`src/rtl/road_scroll_tracker.sv`:
```
// Per-frame speed integrator producing road scroll offset, travelled distance and finish strobe.
// Optional BCD odometer output is built when ODOMETER_BCD_EN is defined.
module road_scroll_tracker #(
  parameter int unsigned SUBPIX_BITS   = 3,
  parameter int unsigned ROAD_HEIGHT   = 480,
  parameter int unsigned PIX_PER_METER = 8,
  parameter int unsigned TRACK_LEN     = 1000
) (
  input  logic        clk,
  input  logic        reset,
  input  logic        startOfFrame,
  input  logic [4:0]  speed,
  input  logic        game_run,
  input  logic        restart,
  output logic [9:0]  scroll_y,
  output logic [15:0] distance,
  output logic        finish_pulse,
  output logic        running
`ifdef ODOMETER_BCD_EN
  ,
  output logic [15:0] distance_bcd
`endif
);

  localparam int unsigned SUM_W = ((SUBPIX_BITS > 5) ? SUBPIX_BITS : 5) + 1;

  typedef enum logic [1:0] {S_IDLE, S_RUN, S_FINISHED} state_t;

  state_t                 state_q, state_d;
  logic                   sof_q, tick_q, tick_d;
  logic [SUBPIX_BITS-1:0] frac_q, frac_d;
  logic [9:0]             scroll_q, scroll_d;
  logic [15:0]            pix_q, pix_d;
  logic [15:0]            dist_q, dist_d;
  logic                   fin_q, fin_d;
  logic                   run_q;
  logic [SUM_W-1:0]       sum, px;
  logic [10:0]            scroll_sum;
  logic [16:0]            pix_sum;
`ifdef ODOMETER_BCD_EN
  logic [15:0]            bcd_q, bcd_d;

  function automatic logic [15:0] bcd_inc(input logic [15:0] v);
    logic [15:0] r;
    logic        carry;
    r     = v;
    carry = 1'b1;
    for (int unsigned i = 0; i < 4; i++) begin
      if (carry) begin
        if (r[4*i +: 4] == 4'd9) begin
          r[4*i +: 4] = 4'd0;
        end else begin
          r[4*i +: 4] = r[4*i +: 4] + 4'd1;
          carry       = 1'b0;
        end
      end
    end
    return r;
  endfunction
`endif

  // The tick is registered so the update lands one edge after the strobe rise.
  always_comb begin
    tick_d     = startOfFrame & ~sof_q;
    sum        = SUM_W'(frac_q) + SUM_W'(speed);
    px         = sum >> SUBPIX_BITS;
    scroll_sum = 11'(scroll_q) + 11'(px);
    pix_sum    = 17'(pix_q) + 17'(px);

    state_d  = state_q;
    frac_d   = frac_q;
    scroll_d = scroll_q;
    pix_d    = pix_q;
    dist_d   = dist_q;
    fin_d    = 1'b0;
`ifdef ODOMETER_BCD_EN
    bcd_d    = bcd_q;
`endif

    if (restart) begin
      state_d  = S_IDLE;
      frac_d   = '0;
      scroll_d = '0;
      pix_d    = '0;
      dist_d   = '0;
`ifdef ODOMETER_BCD_EN
      bcd_d    = '0;
`endif
    end else begin
      unique case (state_q)
        S_IDLE: begin
          if (game_run) state_d = S_RUN;
        end
        S_RUN: begin
          if (!game_run) begin
            state_d = S_IDLE;
          end else if (tick_q) begin
            frac_d   = sum[SUBPIX_BITS-1:0];
            scroll_d = (scroll_sum >= 11'(ROAD_HEIGHT)) ? 10'(scroll_sum - 11'(ROAD_HEIGHT))
                                                       : 10'(scroll_sum);
            if (pix_sum >= 17'(PIX_PER_METER)) begin
              pix_d  = 16'(pix_sum - 17'(PIX_PER_METER));
              dist_d = dist_q + 16'd1;
`ifdef ODOMETER_BCD_EN
              bcd_d  = bcd_inc(bcd_q);
`endif
              if (dist_d == 16'(TRACK_LEN)) begin
                state_d = S_FINISHED;
                fin_d   = 1'b1;
              end
            end else begin
              pix_d = 16'(pix_sum);
            end
          end
        end
        S_FINISHED: ;
        default: state_d = S_IDLE;
      endcase
    end
  end

  always_ff @(posedge clk or posedge reset) begin
    if (reset) begin
      state_q  <= S_IDLE;
      sof_q    <= 1'b0;
      tick_q   <= 1'b0;
      frac_q   <= '0;
      scroll_q <= '0;
      pix_q    <= '0;
      dist_q   <= '0;
      fin_q    <= 1'b0;
      run_q    <= 1'b0;
`ifdef ODOMETER_BCD_EN
      bcd_q    <= '0;
`endif
    end else begin
      state_q  <= state_d;
      sof_q    <= startOfFrame;
      tick_q   <= tick_d;
      frac_q   <= frac_d;
      scroll_q <= scroll_d;
      pix_q    <= pix_d;
      dist_q   <= dist_d;
      fin_q    <= fin_d;
      run_q    <= (state_d == S_RUN);
`ifdef ODOMETER_BCD_EN
      bcd_q    <= bcd_d;
`endif
    end
  end

  assign scroll_y     = scroll_q;
  assign distance     = dist_q;
  assign finish_pulse = fin_q;
  assign running      = run_q;
`ifdef ODOMETER_BCD_EN
  assign distance_bcd = bcd_q;
`endif

endmodule

```
`config.mk`:
```
export PLATFORM = sky130hd
export DESIGN_NAME = road_scroll_tracker
export DESIGN_NICKNAME = d
export VERILOG_FILES = /design/src/rtl/road_scroll_tracker.sv
export SDC_FILE = /design/constraint.sdc
export NUM_CORES = 1
export LEC_CHECK = 0
export ABC_AREA = 1
export CELL_PAD_IN_SITES_DETAIL_PLACEMENT = 0
export CELL_PAD_IN_SITES_GLOBAL_PLACEMENT = 2
export CORE_MARGIN = 1
export CORE_UTILIZATION = 33
export CTS_BUF_LIST = sky130_fd_sc_hd__clkbuf_16
export DETAILED_ROUTE_END_ITERATION = 6
export PLACE_DENSITY = 0.9
export SETUP_SLACK_MARGIN = 0.5
export SLEW_MARGIN = 15
export SYNTH_ARGS = -nofsm -noshare
export SYNTH_HDL_FRONTEND = slang
export SYNTH_SLANG_ARGS = --single-unit
```
`constraint.sdc`:
```
create_clock -name clk -period 4 [get_ports clk]
set_input_delay 0.8 -clock clk [delete_from_list [all_inputs] [get_ports clk]]
set_output_delay 0.8 -clock clk [all_outputs]
set_load 0.01 [all_outputs]
```
==> summary.txt, run 1 <==
Clocking
  • Post-CTS Hold Buffers: 0
  • Clock Latency Late Sink: 300 ps
  • CTS Sinks: 51
  • Max Root-Sink Buffers: 2
  • H-tree depth: 2
  • Inserted Clock Buffers: 5
  • Clock transition at path regs: roughly 70 ps
  • CTS Root Cell: clkbuf_16
  • CTS tree: yes

Place
  • IO Port Bufs: 37
  • DP Worst Slack: -472.6 ps
  • Post-DP HPWL: 8694 um
  • Gpl congestion: between 0.8 and 0.9

Drt
  • Routed Antenna Nets: 0
  • Met1 wire length: around 5500 um
  • Routed wl met2: 6091 um
  • Met3 Routed Length: 274 um
  • DR iter-0 viols: about 220
  • First-pass iteration count of the detailed router: 4
  • Via Count: 4149
  • Max Used Layer: met4
  • Routed WL per cell: 14.25 um
  • Vias per inst: 4.898
  • Post-route DRC violation count: 0
  • Final wirelength: 12070 um

Synth
  • Top FF cell, synth: dfrtp_1
  • Async S/R FF share, synth: 100.0%
  • Ys Warns: 0
  • Number of flops mapped to enable cells by yosys: 0
  • Synth cell types: 33
  • Sequential element share of the synthesized area: between 30% and 40%
  • Average size of a mapped cell: around 6.9 um^2
  • Cells after synthesis: between 500 and 600
  • #FFs+latches synth: 51
  • Synthesized net count: 607
  • Mapped Area: 0.003990 mm^2

Critical path
  • Req. time, crit path: 4180 ps
  • Crit start category: primary input
  • R2R Path Start: frac_q[0]$_DFFE_PP0P_
  • R2R setup slack: 580 ps
  • Crit end category: flip-flop
  • Arrival @ worst endpoint: approximately 3800 ps
  • Worst-path maximum fanout: 8
  • Critical path type: in -> reg
  • R2r worst-path depth: 24
  • R2r endpoint: distance[2]$_DFFE_PP0P_

Global routing
  • Total track usage: between 15 and 20%
  • Global route overflow: 0
  • Pin count of the biggest net entering global routing: 35
  • Antenna violations before repair: 0
  • First-pass GRT wire length: 19800 um
  • Vias in the first global route: 4187

Timing
  • Min cycle time layout: 3571 ps
  • Tcrit/Tclk final: 89.27%
  • Relative max-transition margin: 43.39%
  • RSZ-0062 raised after global routing: true
  • Clk_skew: 8.217 ps
  • Final setup vio count: 0
  • Setup TNS: 0 ps
  • Worst-margin pin slew: 848.2 ps
  • Fin. max-slew vios: 0
  • Maximum clock frequency: 0.2800 GHz
  • Final Worst Setup Slack: 429.0 ps
  • Hold Violations, Final: 0

Run
  • Max Cap Viol: 0

Final layout
  • Register area: 0.001276 mm^2
  • Filler Cells Inserted: 1132
  • Most frequent cells in the layout: nand2_1 (135), buf_4 (80), inv_1 (65)
  • Layout area overhead: 47.95%
  • Antenna diodes: 0
  • Area taken by multi-input logic gates: about 0.0030 mm^2
  • Share of layout cells above drive strength 1: 36.22%
  • Final net count: approximately 730
  • Commonest non-fill, non-tap cell in the layout: nand2_1

Floorplanning
  • # rows: 39
  • Initial Util: between 30 and 40%
  • Die W: 112.0 um
  • Core area: 0.01161 mm^2
  • I/O pins: 38
  • Die Y: 112.0 um
  • Die area: 0.01254 mm^2

Power and ir drop
  • Pwr dens: 331.0 mW/mm^2
  • Peak supply drop: 0.1962 mV
  • P_leak: 2.821 nW

Hold path
  • Hold Path Class: reg -> reg
  • Hold path endpoint: tick_q$_DFF_PP0_
  • Worst hold stages: 1
  • HP Start: sof_q$_DFF_PP0_

Status
  • Status: finished, final reports clean
-- sequential cells by signal, summed over array words and instances (netlist names) --
register,cells
state_q,2
pix_q,16
finish_pulse,1
sof_q,1
distance,16
running,1
scroll_y,10
tick_q,1
frac_q,3
-- cells by family (layout without fill, tap and decap cells) --
| family | Yosys count | in the layout | synth area share, % |
|---|---|---|---|
| xor gates and xnor gates | 25 | 25 | 5.676 |
| buffers and inverters | 92 | 213 | 9.250 |
| and+or+nand+nor | 351 | 352 | 40.51 |
| adders and majority gates | 15 | 15 | 5.268 |
| AOI/OAI and AO/OA | 48 | 48 | 7.307 |
| DFF | 51 | 51 | 31.98 |
-- cell usage after synthesis, drive strengths merged, types with 4 or more instances --
master / count / area, um^2
dfrtp: 51 / 1276
o22ai: 5 / 31.28
nor3: 11 / 60.06
buf: 4 / 38.78
a21oi: 12 / 60.06
xor2: 19 / 173.9
inv: 81 / 304.0
nand3: 62 / 360.4
nor2: 64 / 285.3
nand4: 22 / 137.6
nand2: 187 / 739.4
clkbuf: 7 / 26.28
o21ai: 26 / 160.2
ha: 12 / 150.1
xnor2: 6 / 52.55
-- critical path, stage by stage --
cell and delay (ps):
buf_8 70, ha_4 120, inv_2 30, fa_2 320
inv_2 70, nand2_2 60, a21oi_4 140, xor2_2 250
inv_2 90, ha_4 290, nand2_2 50, nand2_2 80
nand2_4 70, xor2_4 160, inv_2 80, ha_4 140
nand3_4 60, nor2_4 110, nand3_2 100, nor2_4 110
nand3_4 120, nand2_8 130, nand2_8 110, nand3_2 120
nand2_1 60
-- stage by stage --
stage                     instance area [um^2]  hold WS (ps)  util [%]  cells  power (mW)
final                                     5903         390.3     50.83    847       1.954
after global routing                      5903         412.8     50.83    847       2.088
after CTS                                 5543         399.9     47.73    843       1.789
after detailed placement                  5159         395.6     44.42    824       1.324
after global placement                    5159         392.0     44.42    824       1.320
after floorplan                           4129         376.3         -    582       1.100
-- metal layers --
layer / global-route usage, % / vias up
li1: - / 2105
met1: 25.27 / 1964
met2: 35.36 / 64
met3: 2.341 / 16
met4: 6.133 / 0
met5: 0 / -
-- report_power, final --
group | internal, mW | switching [mW]
logic | 0.398 | 0.536
registers | 0.546 | 0.0405
clock network | 0.229 | 0.204
-- how the worst max path moves through the flow --
stage	end	cells after the start	from
2_1_floorplan	distance[2]$_DFFE_PP0P_	25	speed[0]
3_3_place_gp	scroll_y[5]$_DFFE_PP0P_	25	speed[0]
3_5_place_dp	scroll_y[5]$_DFFE_PP0P_	25	speed[0]
4_1_cts	distance[6]$_DFFE_PP0P_	25	speed[0]
5_1_grt	distance[2]$_DFFE_PP0P_	25	speed[0]
6_report	distance[2]$_DFFE_PP0P_	25	speed[0]
-- what timing repair did --
| item | CTS | global route |
|---|---|---|
| setup endpoints to repair | 38 | 38 |
| gates cloned | 2 | 0 |
| pin swaps | 35 | 49 |
| buffers inserted | 9 | 4 |
| resized for setup | 57 | 87 |
-- layout make-up --
| cell class | instances | share of cell area (%) |
|---|---|---|
| timing repair buffer | 124 | 17.78 |
| clock buffer | 5 | 2.120 |
| sequential | 51 | 21.62 |
| tap | 143 | 3.031 |
| multi-input combinational | 440 | 50.04 |
| inverter | 81 | 5.150 |
| clock inverter | 3 | 0.2543 |
(Power assumes the default switching activity.)
==> run 2, diff against run 1 <==
CORE_MARGIN = 4   (was 1)
==> summary.txt, run 2 (same netlist as run 1, synthesis figures left out) <==
Drt
  • Final wirelength: ~12000 um
  • Routed WL per cell: about 15 um
  • Vias per inst: 4.930
  • Routed Antenna Nets: 0
  • DR iter-0 viols: about 170
  • Post-route DRC violation count: 0
  • First-pass iteration count of the detailed router: 5
  • Via Count: 4215

Timing
  • Clk_skew: 6.554 ps
  • Relative max-transition margin: approximately 39%
  • Hold Violations, Final: 0
  • Worst hold slack: 399.8 ps
  • RSZ-0062 raised after global routing: true
  • Fin. max-slew vios: 0
  • Setup TNS: 0 ps
  • Final setup vio count: 0
  • Tcrit/Tclk final: 91.93%
  • Final Worst Setup Slack: roughly 320 ps
  • Min cycle time layout: 3677 ps
  • Maximum clock frequency: roughly 0.27 GHz
  • Worst-margin pin slew: between 900 and 1000 ps

Final layout
  • Antenna diodes: 0
  • Register area: 0.001276 mm^2
  • Area taken by multi-input logic gates: around 0.003 mm^2
  • Layout area overhead: 49.17%
  • Final net count: 736
  • Share of layout cells above drive strength 1: a little over a third
  • Most frequent cells in the layout: nand2_1 (142), buf_4 (86), inv_1 (64)
  • Commonest non-fill, non-tap cell in the layout: nand2_1
  • Filler Cells Inserted: 1135

Global routing
  • First-pass GRT wire length: 20800 um
  • Vias in the first global route: approximately 4300
  • Pin count of the biggest net entering global routing: 52
  • Global route overflow: 0
  • Total track usage: between 10% and 20%
  • Antenna violations before repair: 0

Run
  • Max Cap Viol: 0

Clocking
  • CTS tree: yes
  • Inserted Clock Buffers: 5
  • Clock transition at path regs: approximately 70 ps
  • Post-CTS Hold Buffers: 0
  • CTS Root Cell: clkbuf_16
  • CTS Sinks: 51
  • Max Root-Sink Buffers: 2
  • H-tree depth: 2
  • Clock Latency Late Sink: 300 ps

Critical path
  • Worst path slowest cell: fa_2
  • Crit path launch: speed[0]
  • Crit path depth: 24
  • Arrival @ worst endpoint: 3840 ps
  • Crit end category: flip-flop
  • Req. time, crit path: roughly 4200 ps
  • Slowest Stage Delay on Critical Path: 350 ps
  • R2r endpoint: scroll_y[5]$_DFFE_PP0P_
  • Worst-path maximum fanout: 6
  • Critical Path End: scroll_y[5]$_DFFE_PP0P_
  • Critical path buffer and inverter count: 7
  • R2R setup slack: about 500 ps
  • Critical path type: in -> reg
  • Crit start category: primary input
  • R2r worst-path depth: 23
  • Delay-heaviest family, CP: adder cells
  • R2R Path Start: frac_q[0]$_DFFE_PP0P_
  • Critical-path cell list: buf_8 > ha_4 > inv_2 > fa_2 > inv_2 > nand2_2 > a21oi_2 > xor2_2 > buf_4 > fa_2 > inv_2 > nand2_4 > a21oi_4 > nand2_2 > o21bai_1 > nand2_1 > buf_4 > buf_6 > nor3_4 > nand2_2 > nand2_4 > nand2_1 > nand3_1 > o21ai_1

Floorplanning
  • Initial Util: 34.36%
  • Die area: approximately 0.014 mm^2
  • I/O pins: 38
  • Core area: 0.01161 mm^2
  • Die Y: 118.0 um
  • Die W: 118.0 um
  • # rows: 39

Place
  • Post-DP HPWL: between 8000 and 9000 um
  • DP Worst Slack: -484.0 ps
  • Gpl congestion: 0.8641
  • IO Port Bufs: 37

Power and ir drop
  • Pwr dens: 331.4 mW/mm^2
  • Peak supply drop: 0.1584 mV
  • Total Power: 1.972 mW
  • P_leak: ~2.8 nW

Status
  • Status: finished, final reports clean

Hold path
  • Hold Path Class: reg -> reg
run 2: layout make-up:
type,count,area share [%]
repair buffers,132,18.73
inverters,81,5.108
well taps,143,3.006
clock buffers,5,2.102
flip-flops and latches,51,21.44
multi-input cells,440,48.96
clock inverters,3,0.6517
run 2: layer usage:
metal / vias to the layer above / GRT usage, % / part of all wire, %
met5: - / 0 / 0
met4: 0 / 6.447 / 2.6
met3: 27 / 2.643 / 3.3
met2: 89 / 30.51 / 49
met1: 1979 / 23.02 / 45
li1: 2120 / - / -
run 2: how the worst min path moves through the flow:
stage	from	endpoint	slack, ps	cells after the start
floorplan	sof_q$_DFF_PP0_	tick_q$_DFF_PP0_	380	1
global placement	sof_q$_DFF_PP0_	tick_q$_DFF_PP0_	390	1
detailed placement	sof_q$_DFF_PP0_	tick_q$_DFF_PP0_	390	1
CTS	sof_q$_DFF_PP0_	tick_q$_DFF_PP0_	400	1
global route	sof_q$_DFF_PP0_	tick_q$_DFF_PP0_	420	1
finish	sof_q$_DFF_PP0_	tick_q$_DFF_PP0_	400	1
run 2: per-stage QoR:
step / util (%) / instance area [um^2] / instances
2_1_floorplan: - / 4129 / 582
3_3_place_gp: 44.35 / 5151 / 823
3_5_place_dp: 44.35 / 5151 / 823
4_1_cts: 48.23 / 5602 / 845
5_1_grt: 51.25 / 5952 / 855
6_report: 51.25 / 5952 / 855
run 2: what timing repair did:
action	4_1_cts	5_1_grt
setup buffers	12	10
pin swaps	37	28
gates cloned	2	0
setup endpoints to repair	38	38
resized for setup	64	71
run 2: where the power goes:
part	switching (mW)	leakage (nW)	total, mW	internal, mW
Sequential	0.0369	0.701	0.583	0.546
Clock	0.206	0.0812	0.499	0.293
Combinational	0.514	2.06	0.891	0.377
Total	0.757	2.84	1.97	1.22
==> run 3, diff against run 2 <==
CTS_BUF_LIST = sky130_fd_sc_hd__clkbuf_8 sky130_fd_sc_hd__clkbuf_16   (was sky130_fd_sc_hd__clkbuf_16)
CTS_CLUSTER_DIAMETER = 60   (was unset)
TNS_END_PERCENT = 30   (was unset)
==> summary.txt, run 3 (same netlist as run 1, synthesis figures left out) <==
Final layout
  • Most frequent cells in the layout: nand2_1 (142), buf_4 (79), inv_1 (62)
  • Area taken by multi-input logic gates: 0.002858 mm^2
  • Commonest non-fill, non-tap cell in the layout: nand2_1
  • Filler Cells Inserted: 1156
  • Share of layout cells above drive strength 1: 34.57%
  • Final net count: between 700 and 800
  • Antenna diodes: 0
  • Non-Filler Instances: 846
  • Fin area: 0.005809 mm^2
  • Register area: 0.001276 mm^2
  • Layout area overhead: 45.59%

Critical path
  • Req. time, crit path: 4220 ps
  • R2r worst-path depth: 24
  • Crit path depth: 25
  • Worst path slowest cell: fa_2
  • Crit start category: primary input
  • Delay-heaviest family, CP: simple AND/OR/NAND/NOR gates
  • Crit path launch: speed[0]
  • R2r endpoint: distance[10]$_DFFE_PP0P_
  • Slowest Stage Delay on Critical Path: 370 ps
  • Critical path buffer and inverter count: 6
  • Worst-path maximum fanout: 5
  • Crit end category: flip-flop
  • Arrival @ worst endpoint: roughly 3800 ps
  • Critical Path End: distance[10]$_DFFE_PP0P_
  • R2R setup slack: 580 ps
  • Critical path type: in -> reg
  • R2R Path Start: frac_q[0]$_DFFE_PP0P_

Global routing
  • Pin count of the biggest net entering global routing: 32
  • Antenna violations before repair: 0
  • First-pass GRT wire length: 20770 um
  • Global route overflow: 0
  • Total track usage: 17.99%
  • Vias in the first global route: 4285

Power and ir drop
  • Sw frac: 40.42%
  • P_leak: about 2.8 nW
  • P_int: 1.146 mW
  • Sequential Power Share: 30.5%
  • Clock power share: 23.4%
  • Pwr dens: approximately 330 mW/mm^2
  • Psw: 0.7775 mW
  • Peak supply drop: between 0.2 and 0.25 mV
  • Comb power frac: 46.1%

Clocking
  • Post-CTS Hold Buffers: 0
  • Clock transition at path regs: about 80 ps
  • Inserted Clock Buffers: 5
  • Max Root-Sink Buffers: 2
  • CTS tree: yes
  • CTS Sinks: 51
  • CTS Root Cell: clkbuf_16
  • H-tree depth: 2
  • Clock Latency Late Sink: 300 ps

Floorplanning
  • Core area: 0.01161 mm^2
  • Die Y: 118.0 um
  • Die area: 0.01391 mm^2
  • Die W: around 120 um
  • I/O pins: 38
  • Initial Util: 34.36%
  • # rows: 39

Place
  • IO Port Bufs: 37
  • Gpl congestion: between 0.8 and 0.9
  • Cell area after placement: approximately 0.0051 mm^2
  • DP Cell Count: 822
  • Post-DP HPWL: 8928 um
  • DP Worst Slack: -563.5 ps

Timing
  • Min cycle time layout: 3565 ps
  • Tcrit/Tclk final: 89.12%
  • Worst-margin pin slew: 787.4 ps
  • RSZ-0062 raised after global routing: true
  • Setup TNS: 0 ps
  • Relative max-transition margin: 47.45%
  • Final setup vio count: 0
  • Final Worst Setup Slack: 435.1 ps
  • Clk_skew: 6.449 ps
  • Fin. max-slew vios: 0
  • Maximum clock frequency: 0.2805 GHz
  • Worst hold slack: 392.8 ps
  • Hold Violations, Final: 0

Drt
  • First-pass iteration count of the detailed router: 4
  • Post-route DRC violation count: 0
  • Final wirelength: roughly 12000 um
  • Via Count: between 4000 and 5000
  • Routed Antenna Nets: 0
  • Vias per inst: 4.940
  • DR iter-0 viols: 260
  • Routed WL per cell: 14.63 um

Hold path
  • Worst hold stages: 1
  • Hold Path Class: reg -> reg

Status
  • Status: finished, final reports clean

Run
  • Max Cap Viol: 0
-- run 3: final cells by class --
type                            count  share of cell area (%)
Sequential cell                    51                   21.97
Clock inverter                      3                  0.3446
Multi-Input combinational cell    440                   49.19
Tap cell                          143                   3.080
Timing Repair Buffer              123                   18.03
Clock buffer                        5                   2.154
Inverter                           81                   5.234
-- run 3: power groups by stage --
stage                     combinational, mW  clock (mW)  sequential, mW
final                                 0.887       0.449           0.587
after floorplan                       0.502           0           0.582
after global routing                  0.968       0.482           0.592
after CTS                             0.746       0.459           0.583
after global placement                0.704           0           0.591
after detailed placement              0.717           0           0.592
-- run 3: what timing repair did --
action	CTS	global route
endpoints found under the setup margin	38	38
buffers inserted	10	4
gates resized for setup	49	81
gates cloned	2	0
pin swaps	31	26
-- run 3: worst min-delay path by stage --
stage / startpoint / end / slack [ps]
3_3_place_gp: sof_q$_DFF_PP0_ / tick_q$_DFF_PP0_ / 380
3_5_place_dp: sof_q$_DFF_PP0_ / tick_q$_DFF_PP0_ / 390
6_report: sof_q$_DFF_PP0_ / tick_q$_DFF_PP0_ / 390
4_1_cts: sof_q$_DFF_PP0_ / tick_q$_DFF_PP0_ / 400
5_1_grt: sof_q$_DFF_PP0_ / tick_q$_DFF_PP0_ / 420
2_1_floorplan: sof_q$_DFF_PP0_ / tick_q$_DFF_PP0_ / 380
-- run 3: routing by layer --
metal	vias up	track usage, %	share of wire [%]	wire [um]
met5	-	0	0	0
met4	0	4.029	1.3	155
met3	13	2.739	2.3	286
met2	66	31.48	51	6262
met1	1998	23.42	46	5675
li1	2102	-	-	-
-- run 3: through the flow --
stage | power [mW] | util, %
finish | 1.923 | 50.02
global placement | 1.295 | 44.00
CTS | 1.788 | 47.17
global route | 2.042 | 50.02
floorplan | 1.084 | -
detailed placement | 1.309 | 44.00
